**src/rtl/sipo8way.sv**
```systemverilog
// Serial-in/parallel-out deserializer with a valid/ready word handshake.
// Optional registered OR-reduction output out_any when SIPO8WAY_ANY_EN is defined.
module sipo8way #(
  parameter int WIDTH     = 8,
  parameter bit MSB_FIRST = 1'b0
) (
  input  logic             clk,
  input  logic             rst,
  input  logic             in_clr,
  input  logic             in_valid,
  input  logic             in_bit,
  output logic             in_ready,
  output logic [WIDTH-1:0] out_y,
  output logic             out_valid,
`ifdef SIPO8WAY_ANY_EN
  output logic             out_any,
`endif
  input  logic             out_ready
);

  localparam int CW = $clog2(WIDTH + 1);

  typedef enum logic {FILL, FULL} state_t;

  state_t           state_q, state_d;
  logic [CW-1:0]    count_q, count_d;
  logic [WIDTH-1:0] shift_q, shift_d;
  logic [WIDTH-1:0] word_q, word_d;
  logic [WIDTH-1:0] shifted;
  logic             accept;
  logic             lastBit;
`ifdef SIPO8WAY_ANY_EN
  logic             any_q, any_d;
`endif

  // State register; rst overrides every other update.
  always_ff @(posedge clk) begin
    if (rst) begin
      state_q <= FILL;
      count_q <= '0;
      shift_q <= '0;
      word_q  <= '0;
`ifdef SIPO8WAY_ANY_EN
      any_q   <= 1'b0;
`endif
    end else begin
      state_q <= state_d;
      count_q <= count_d;
      shift_q <= shift_d;
      word_q  <= word_d;
`ifdef SIPO8WAY_ANY_EN
      any_q   <= any_d;
`endif
    end
  end

  always_comb begin
    if (MSB_FIRST) shifted = {shift_q[WIDTH-2:0], in_bit};
    else           shifted = {in_bit, shift_q[WIDTH-1:1]};
  end

  assign lastBit = (count_q == CW'(WIDTH - 1));

  // Next-state logic; in FULL the shift register is already clear, so a
  // pass-through bit shifted in becomes the first bit of the next word.
  always_comb begin
    state_d = state_q;
    count_d = count_q;
    shift_d = shift_q;
    word_d  = word_q;
`ifdef SIPO8WAY_ANY_EN
    any_d   = any_q;
`endif
    case (state_q)
      FILL: begin
        if (in_clr) begin
          count_d = '0;
          shift_d = '0;
        end else if (accept) begin
          if (lastBit) begin
            count_d = '0;
            shift_d = '0;
            word_d  = shifted;
            state_d = FULL;
`ifdef SIPO8WAY_ANY_EN
            any_d   = |shifted;
`endif
          end else begin
            count_d = count_q + CW'(1);
            shift_d = shifted;
          end
        end
      end
      FULL: begin
        if (out_ready) begin
          state_d = FILL;
          count_d = '0;
          shift_d = '0;
          if (!in_clr && accept) begin
            count_d = CW'(1);
            shift_d = shifted;
          end
        end
      end
      default: state_d = FILL;
    endcase
  end

  always_comb begin
    in_ready  = (state_q == FILL) ? 1'b1 : out_ready;
    out_valid = (state_q == FULL);
    accept    = in_valid && in_ready;
  end

  assign out_y = word_q;
`ifdef SIPO8WAY_ANY_EN
  assign out_any = any_q;
`endif

endmodule

```
**config.mk**
```make
export PLATFORM = sky130hd
export DESIGN_NAME = sipo8way
export DESIGN_NICKNAME = d
export VERILOG_FILES = /design/src/rtl/sipo8way.sv
export SDC_FILE = /design/constraint.sdc
export NUM_CORES = 1
export LEC_CHECK = 0
export ABC_AREA = 1
export CAP_MARGIN = 40
export CORE_UTILIZATION = 49
export CTS_CLUSTER_SIZE = 40
export DETAILED_ROUTE_END_ITERATION = 8
export PLACE_DENSITY = 0.83
export SLEW_MARGIN = 10
export SYNTH_ARGS = -nofsm -noshare
export SYNTH_HDL_FRONTEND = slang
export SYNTH_SLANG_ARGS = --single-unit
```
**constraint.sdc**
```tcl
create_clock -name clk -period 1.6 [get_ports clk]
set_clock_uncertainty 0.2 [all_clocks]
set_input_delay 0.24 -clock clk [delete_from_list [all_inputs] [get_ports clk]]
set_output_delay 0.24 -clock clk [all_outputs]
set_load 0.005 [all_outputs]
```
[Word-level counts from Yosys, hierarchy flattened]
Cells that the tools add are included.
Word-level totals
  bits in registers: 21
  output and inout port bits: 10
  input bits: 6
  logic and storage cells: 33
Cells by class
  multiplexer cells: 18
  equal/unequal tests: 3
  $add $sub $neg: 1
  bitwise logic cells: 2
  reductions and logical operators: 5
Operators by type and width (number)
  2-to-1 mux 8 bit: 5
  2-to-1 mux 4 bit: 4
  case mux 8 bit (2 select lines): 1
  case mux 4 bit (2 select lines): 1
  2-to-1 mux 1 bit: 6
  adder 4 x 1 -> 4 bit (second input constant): 1
  == test 4 x 3 -> 1 bit (second input constant): 1
  AND reduction 4 bit: 1
  inequality test 3 bit (second input constant): 1
  logical AND 1 bit: 2
  inequality test 2 bit (second input constant): 1
  inverter 1 bit: 2
  case mux 1 bit (2 select lines): 1
  AND reduction 2 bit: 1
  zero test 1 bit: 1

[Logic depth before layout (Yosys ltp)]
Gate-level depths: netlist of the first run.
  depth after elaboration: 6
  mapped depth: 8

[Worst setup path before layout of the first run]
Ideal clock, no wire load.
  path kind: flip-flop to flip-flop
  start: register state_q (netlist: out_valid)
  end: register count_q[0]
  cell stages (with the launch flop): 9
  setup time: 0.117 ns
  arrival: 0.995 ns
  path slack: 0.288 ns
  clock period less this slack: 1.312 ns
  cells stage by stage: dfxtp_1 inv_1 nand2_2 nand2_4 nand2_4 buf_8 nand2_2 nor2_1 nor2_1
On the way
  word-level cells in the longest chain between the ends: 6
Ends and longest elaborated chain
  start, declared: RTL line 25  | state_t state_q, state_d;
  start signal, assigned: RTL line 47  | state_q <= state_d;
  2-to-1 mux 1 bit: RTL line 110  | in_ready = (state_q == FILL) ? 1'b1 : out_ready;
  logical AND 1 bit: RTL line 112  | accept = in_valid && in_ready;
  logical AND 1 bit: RTL line 99  | if (!in_clr && accept) begin
  2-to-1 mux 1 bit: RTL line 99
  2-to-1 mux 4 bit: RTL line 95  | if (out_ready) begin
  case mux 4 bit (2 select lines): RTL line 74  | case (state_q)
  end signal, assigned: RTL line 48  | count_q <= count_d;
  end, declared: RTL line 26  | logic [CW-1:0] count_q, count_d;
Several ways; a longest one is shown, not always the timed one. The select of a mux whose other input is x is not followed.
A chain may end at the register's enable or synchronous reset.

[Worst setup path after layout of the first run]
  start: register word_q[3] (netlist: out_y[3])
  end: output port out_y[3]
RTL lines
  start, declared: RTL line 28  | logic [WIDTH-1:0] word_q, word_d;
  start signal, assigned: RTL line 50  | word_q <= word_d;
  end, declared: RTL line 13  | output logic [WIDTH-1:0] out_y,
No word-level cell between the ends.

==> results of run 1 <==
==> layout make-up <==
type	count	share of cell area
flip-flops and latches	20	0.3367
repair buffers	28	0.2255
well taps	25	0.02551
multi-input cells	85	0.3531
clock buffers	4	0.02959
inverters	9	0.02959
==> stage by stage <==
stage	setup slack, ps	instances
after floorplan	288.3	116
after global placement	-171.3	166
after detailed placement	-180.5	166
after CTS	3.333	171
after global routing	6.530	171
final	37.01	171
==> logic make-up after synthesis <==
kind of cell,after synthesis,synth area share
buf+inv,11,0.06064
fa+ha+maj,1,0.01410
flops,20,0.4513
compound gates,19,0.1072
simple gates,65,0.3667
==> placed cells by master, fill, tap and decap left out <==
cell,count
dfxtp_1,12
ha_1,1
buf_4,12
dlymetal6s2s_1,7
and3_1,1
dfxtp_4,1
nor2_1,21
nor2_2,1
nand2_2,4
o21ai_0,9
a21oi_1,10
clkbuf_8,1
nand4_1,2
clkbuf_4,3
buf_12,1
clkdlybuf4s50_1,7
dlygate4sd2_1,1
nand2_1,21
clkinv_1,1
inv_4,1
nand3_1,4
nand3b_1,7
inv_1,7
dfxtp_2,7
nand2_4,4
==> layer usage <==
layer	routed length, um	global-route usage	part of all wire
met2	953	0.3765	0.52
met4	29	0.07273	0.016
met1	755	0.2312	0.41
met3	100	0.03673	0.054
met5	0	0	0
==> how the worst min path moves through the flow <==
stage                       endpoint  cells after the start
final                       out_y[3]                      2
after global placement    shift_q[1]                      2
after CTS                 shift_q[3]                      2
after global routing      shift_q[3]                      2
after floorplan           count_q[1]                      1
after detailed placement  shift_q[3]                      2
==> power by group through the flow <==
stage          sequential (mW)  clock (mW)  combinational (mW)
2_1_floorplan            0.526           0              0.0622
3_3_place_gp             0.528           0               0.103
3_5_place_dp             0.529           0               0.107
6_report                 0.516       0.295               0.109
4_1_cts                  0.516       0.297               0.108
5_1_grt                  0.518       0.314               0.119
==> what timing repair did <==
action / in CTS / in global routing
setup endpoints to repair: 2 / 12
resized for setup: 3 / 15
pin swaps: 0 / 0
setup buffers: 1 / 0
==> state kept, by name, indices dropped and copies added (netlist names) <==
register	cells
shift_q	7
out_valid	1
count_q	4
out_y	8
==> out/results.ini, run 1 <==
[status]
outcome = finished, final reports clean

[setup_path]
worstSetupPathType = reg2out
path_buf_inv = 1
startpoint_type = flip-flop
crit_end = out_y[3]
rr_worst_depth = 8
r2r_start = out_valid
crit_fanout = 2
crit_arrival_ps = 1120
end_kind = output pin
cp_num_cells = 1
reg2reg_slack_ps = 140
path_cells = clkdlybuf4s50_1
crit_family = buffers and inverters
r2r-end = shift_q[2]
slowest_delay_ps = 490
cp_slowest_cell = clkdlybuf4s50_1
worstPathRequired_ps = 1160
crit_path_start = out_y[3]

[route]
drt_iter0_markers = 20
avgViaCountPerCell = 5.041
vias = 862
drc = 0
ant_nets = 0
drt-pass1-iter-count = 4
wl_um = 1839
routedWlPerCell_um = 10.75

[synthesis]
yosys.area.top_type = dfxtp_1
async_reset_ff_frac = 0
syn_area_um2 = 887.1
ys_types = 18
syn_area_per_cell_um2 = 7.647
synth_edf_count = 0
synth_commonest_cells = nand2_1 (21), nor2_1 (21), dfxtp_1 (20), a21oi_1 (10), o21ai_0 (9)
synth-main-ff-cell = dfxtp_1
netlist_instances = 116
ys_seq_area_frac = 0.4513
synthesis.nets = 123
synthTopCellsByArea = dfxtp_1 (45%), nand2_1 (8.9%), nor2_1 (8.9%), nand3b_1 (5.9%), a21oi_1 (5.6%)
ys_ff_latch = 20
ys_warn_count = 0
synth_top_area_frac = 0.4513

[floorplanning]
initial_core_util = 0.5194
die_height_um = 44.55
num_rows = 15
die_w_um = 44.55
dieArea_mm2 = 0.001985
num_io_pins = 16
core_area_mm2 = 0.001708

[sta]
setup_violations = 0
timing.fmax_mhz = 639.8
period_minus_slack_ps = 1563
fin_crit_sh = 0.9769
worst_slew_pin_slew_ps = 250.8
setup_tns_ps = 0
holdWs_ps = 279.4
slew_headroom = 0.8324
hold_violations = 0
slew_violations = 0
rsz0062_at_grt = false

[hold_path]
min_from = out_y[3]
hp-class = reg2reg

[placed_design]
dp_hpwl_um = 1339
portBuffers = 15
dpl_cell_area_mm2 = 0.001151
gp_congestion = 0.7204

[layout]
drive_gt1_frac = 0.2397
seq_area_um2 = 412.9
final_area_mm2 = 0.001226
area_growth_pct = 38.22
nFillCells = 139
num-nets-final = 154
multiInputGateArea_um2 = 432.9
utilization = 0.7179
diodes = 0

[clocking]
path_clk_slew_ps = 110
cts_root_buffer = clkbuf_4
cts_tree = built
holdBufCountCts = 0
cts_buffer_depth = 2
cts_sinks = 20
htreeDepth = 1
cts_buffers = 3
clock_latency_ps = 300

[pwr]
internal_power_mw = 0.7002
pwr-share-seq = 0.561
power_leakage_nw = 0.6520
power_switching_mw = 0.2199
power_density_mw_per_mm2 = 750.4
clockPowerShare = 0.320
p_comb_frac = 0.118
finalPower_mw = 0.9202
swShare = 0.2390
peakVddDrop_v = 0.0003851

[global_route]
overflow = 0
grt_max_degree = 19
antenna_found_initial = 0
grt_pass1_vias = 738
grt_pass1_wl_um = 3008
grt_usage = 0.2037

[flow_run]
cap_viol_max_count = 0

Note: power is estimated with default switching activity, not from simulation.
==> run 2, diff against run 1 <==
CAP_MARGIN = 20   (was 40)
==> results of run 2 <==
Same layout as run 1: the final DEF is identical, and so are final timing and power.
==> run 3, diff against run 2 <==
GPL_TIMING_DRIVEN = 0   (was unset)
==> out/results.ini, run 3 (synthesis results as in run 1) <==
[floorplanning]
num_io_pins = 16
die_height_um = 44.55
dieArea_mm2 = 0.001985
die_w_um = 44.55
initial_core_util = 0.5194
core_area_mm2 = 0.001708
num_rows = 15

[global_route]
antenna_found_initial = 0
grt_usage = 0.1978
overflow = 0
grt_pass1_vias = 669
grt_max_degree = 11
grt_pass1_wl_um = 2801

[clocking]
cts_buffer_depth = 2
clock_latency_ps = 310
htreeDepth = 1
cts_sinks = 20
path_clk_slew_ps = 110
cts_tree = built
holdBufCountCts = 0
cts_root_buffer = clkbuf_4
cts_buffers = 3

[setup_path]
worstPathRequired_ps = 1160
slowest_delay_ps = 480
end_kind = output pin
crit_family = buffers and inverters
path_buf_inv = 1
crit_arrival_ps = 1130
worstSetupPathType = reg2out
cp_slowest_cell = clkdlybuf4s50_1
startpoint_type = flip-flop
path_cells = clkdlybuf4s50_1
crit_fanout = 2

[sta]
period_minus_slack_ps = 1567
timing.fmax_mhz = 638.1
slew_headroom = 0.8390
worst_slew_pin_slew_ps = 240.1
fin_crit_sh = 0.9795
hold_violations = 0
slew_violations = 0
holdWs_ps = 276.2
setup_violations = 0

[pwr]
power_density_mw_per_mm2 = 725.5
power_leakage_nw = 0.6129
finalPower_mw = 0.8451
peakVddDrop_v = 0.0003322

[placed_design]
dp_cells = 156
portBuffers = 15
dp_hpwl_um = 1218
gp_congestion = 0.7055
dpl_cell_area_mm2 = 0.001069

[layout]
instances_no_fill = 163
area_growth_pct = 31.31
drive_gt1_frac = 0.1957
final_common_cell = nor2_1
largest_register_ffs = 8
utilization = 0.6821
final_cell_mix = nor2_1 (21), nand2_1 (20), dfxtp_1 (14)
num-nets-final = 147
final_area_mm2 = 0.001165
diodes = 0

[route]
drt_iter0_markers = 25
avgViaCountPerCell = 5.061
drt-pass1-iter-count = 4
vias = 825
wl_um = 1846
routedWlPerCell_um = 11.33
ant_nets = 0
drc = 0

[hold_path]
hp-class = reg2reg

[flow_run]
cap_viol_max_count = 0

[status]
outcome = finished, final reports clean

==> run 3: tightest hold or removal path, delay by kind of cell (launching register included) <==
kind	cells	cell delay, ps
simple gates	2	120
flops	1	330
==> run 3: worst paths after layout <==
kind	slack [ps]	cells after the start	from	to
setup / recovery	30	1	out_y[3]	out_y[3]
hold / removal	280	2	out_y[2]	out_y[2]
setup reg to reg	110	7	out_valid	out_y[1]
hold reg to reg	280	2	out_y[2]	out_y[2]
==> run 3: per-layer routing <==
metal | wire length [um] | track usage | share of wire
met1 | 784 | 0.2085 | 0.42
met2 | 930 | 0.3647 | 0.50
met3 | 101 | 0.04898 | 0.055
met4 | 29 | 0.09091 | 0.016
met5 | 0 | 0 | 0
==> run 3: per-stage QoR <==
stage | setup slack [ps] | setup TNS, ps
4_1_cts | 13.02 | 0
3_5_place_dp | -238.0 | -2210
2_1_floorplan | 288.3 | 0
5_1_grt | -4.641 | -4.641
6_report | 32.78 | 0
3_3_place_gp | -230.0 | -1994
==> run 3: area by class of cell <==
cell class                 instances  area [um^2]
fill                             143        543.0
multi-input combinational         85        435.4
buffer                             2        20.02
clock buffer                       3        22.52
sequential                        20        410.4
tap                               25        31.28
inverter                           9        36.28
timing repair buffer              19        209.0
==> run 3: timing repair <==
action,in CTS,in global routing
resized for setup,3,15
pin swaps,0,1
setup buffers,2,2
setup endpoints to repair,2,13
==> run 3: power breakdown <==
group	switching (mW)	leakage (nW)	total (mW)	internal, mW
clock	0.149	0.0138	0.237	0.0880
sequential	0.00812	0.166	0.516	0.508
combinational	0.0528	0.433	0.0922	0.0394
total	0.210	0.613	0.845	0.635
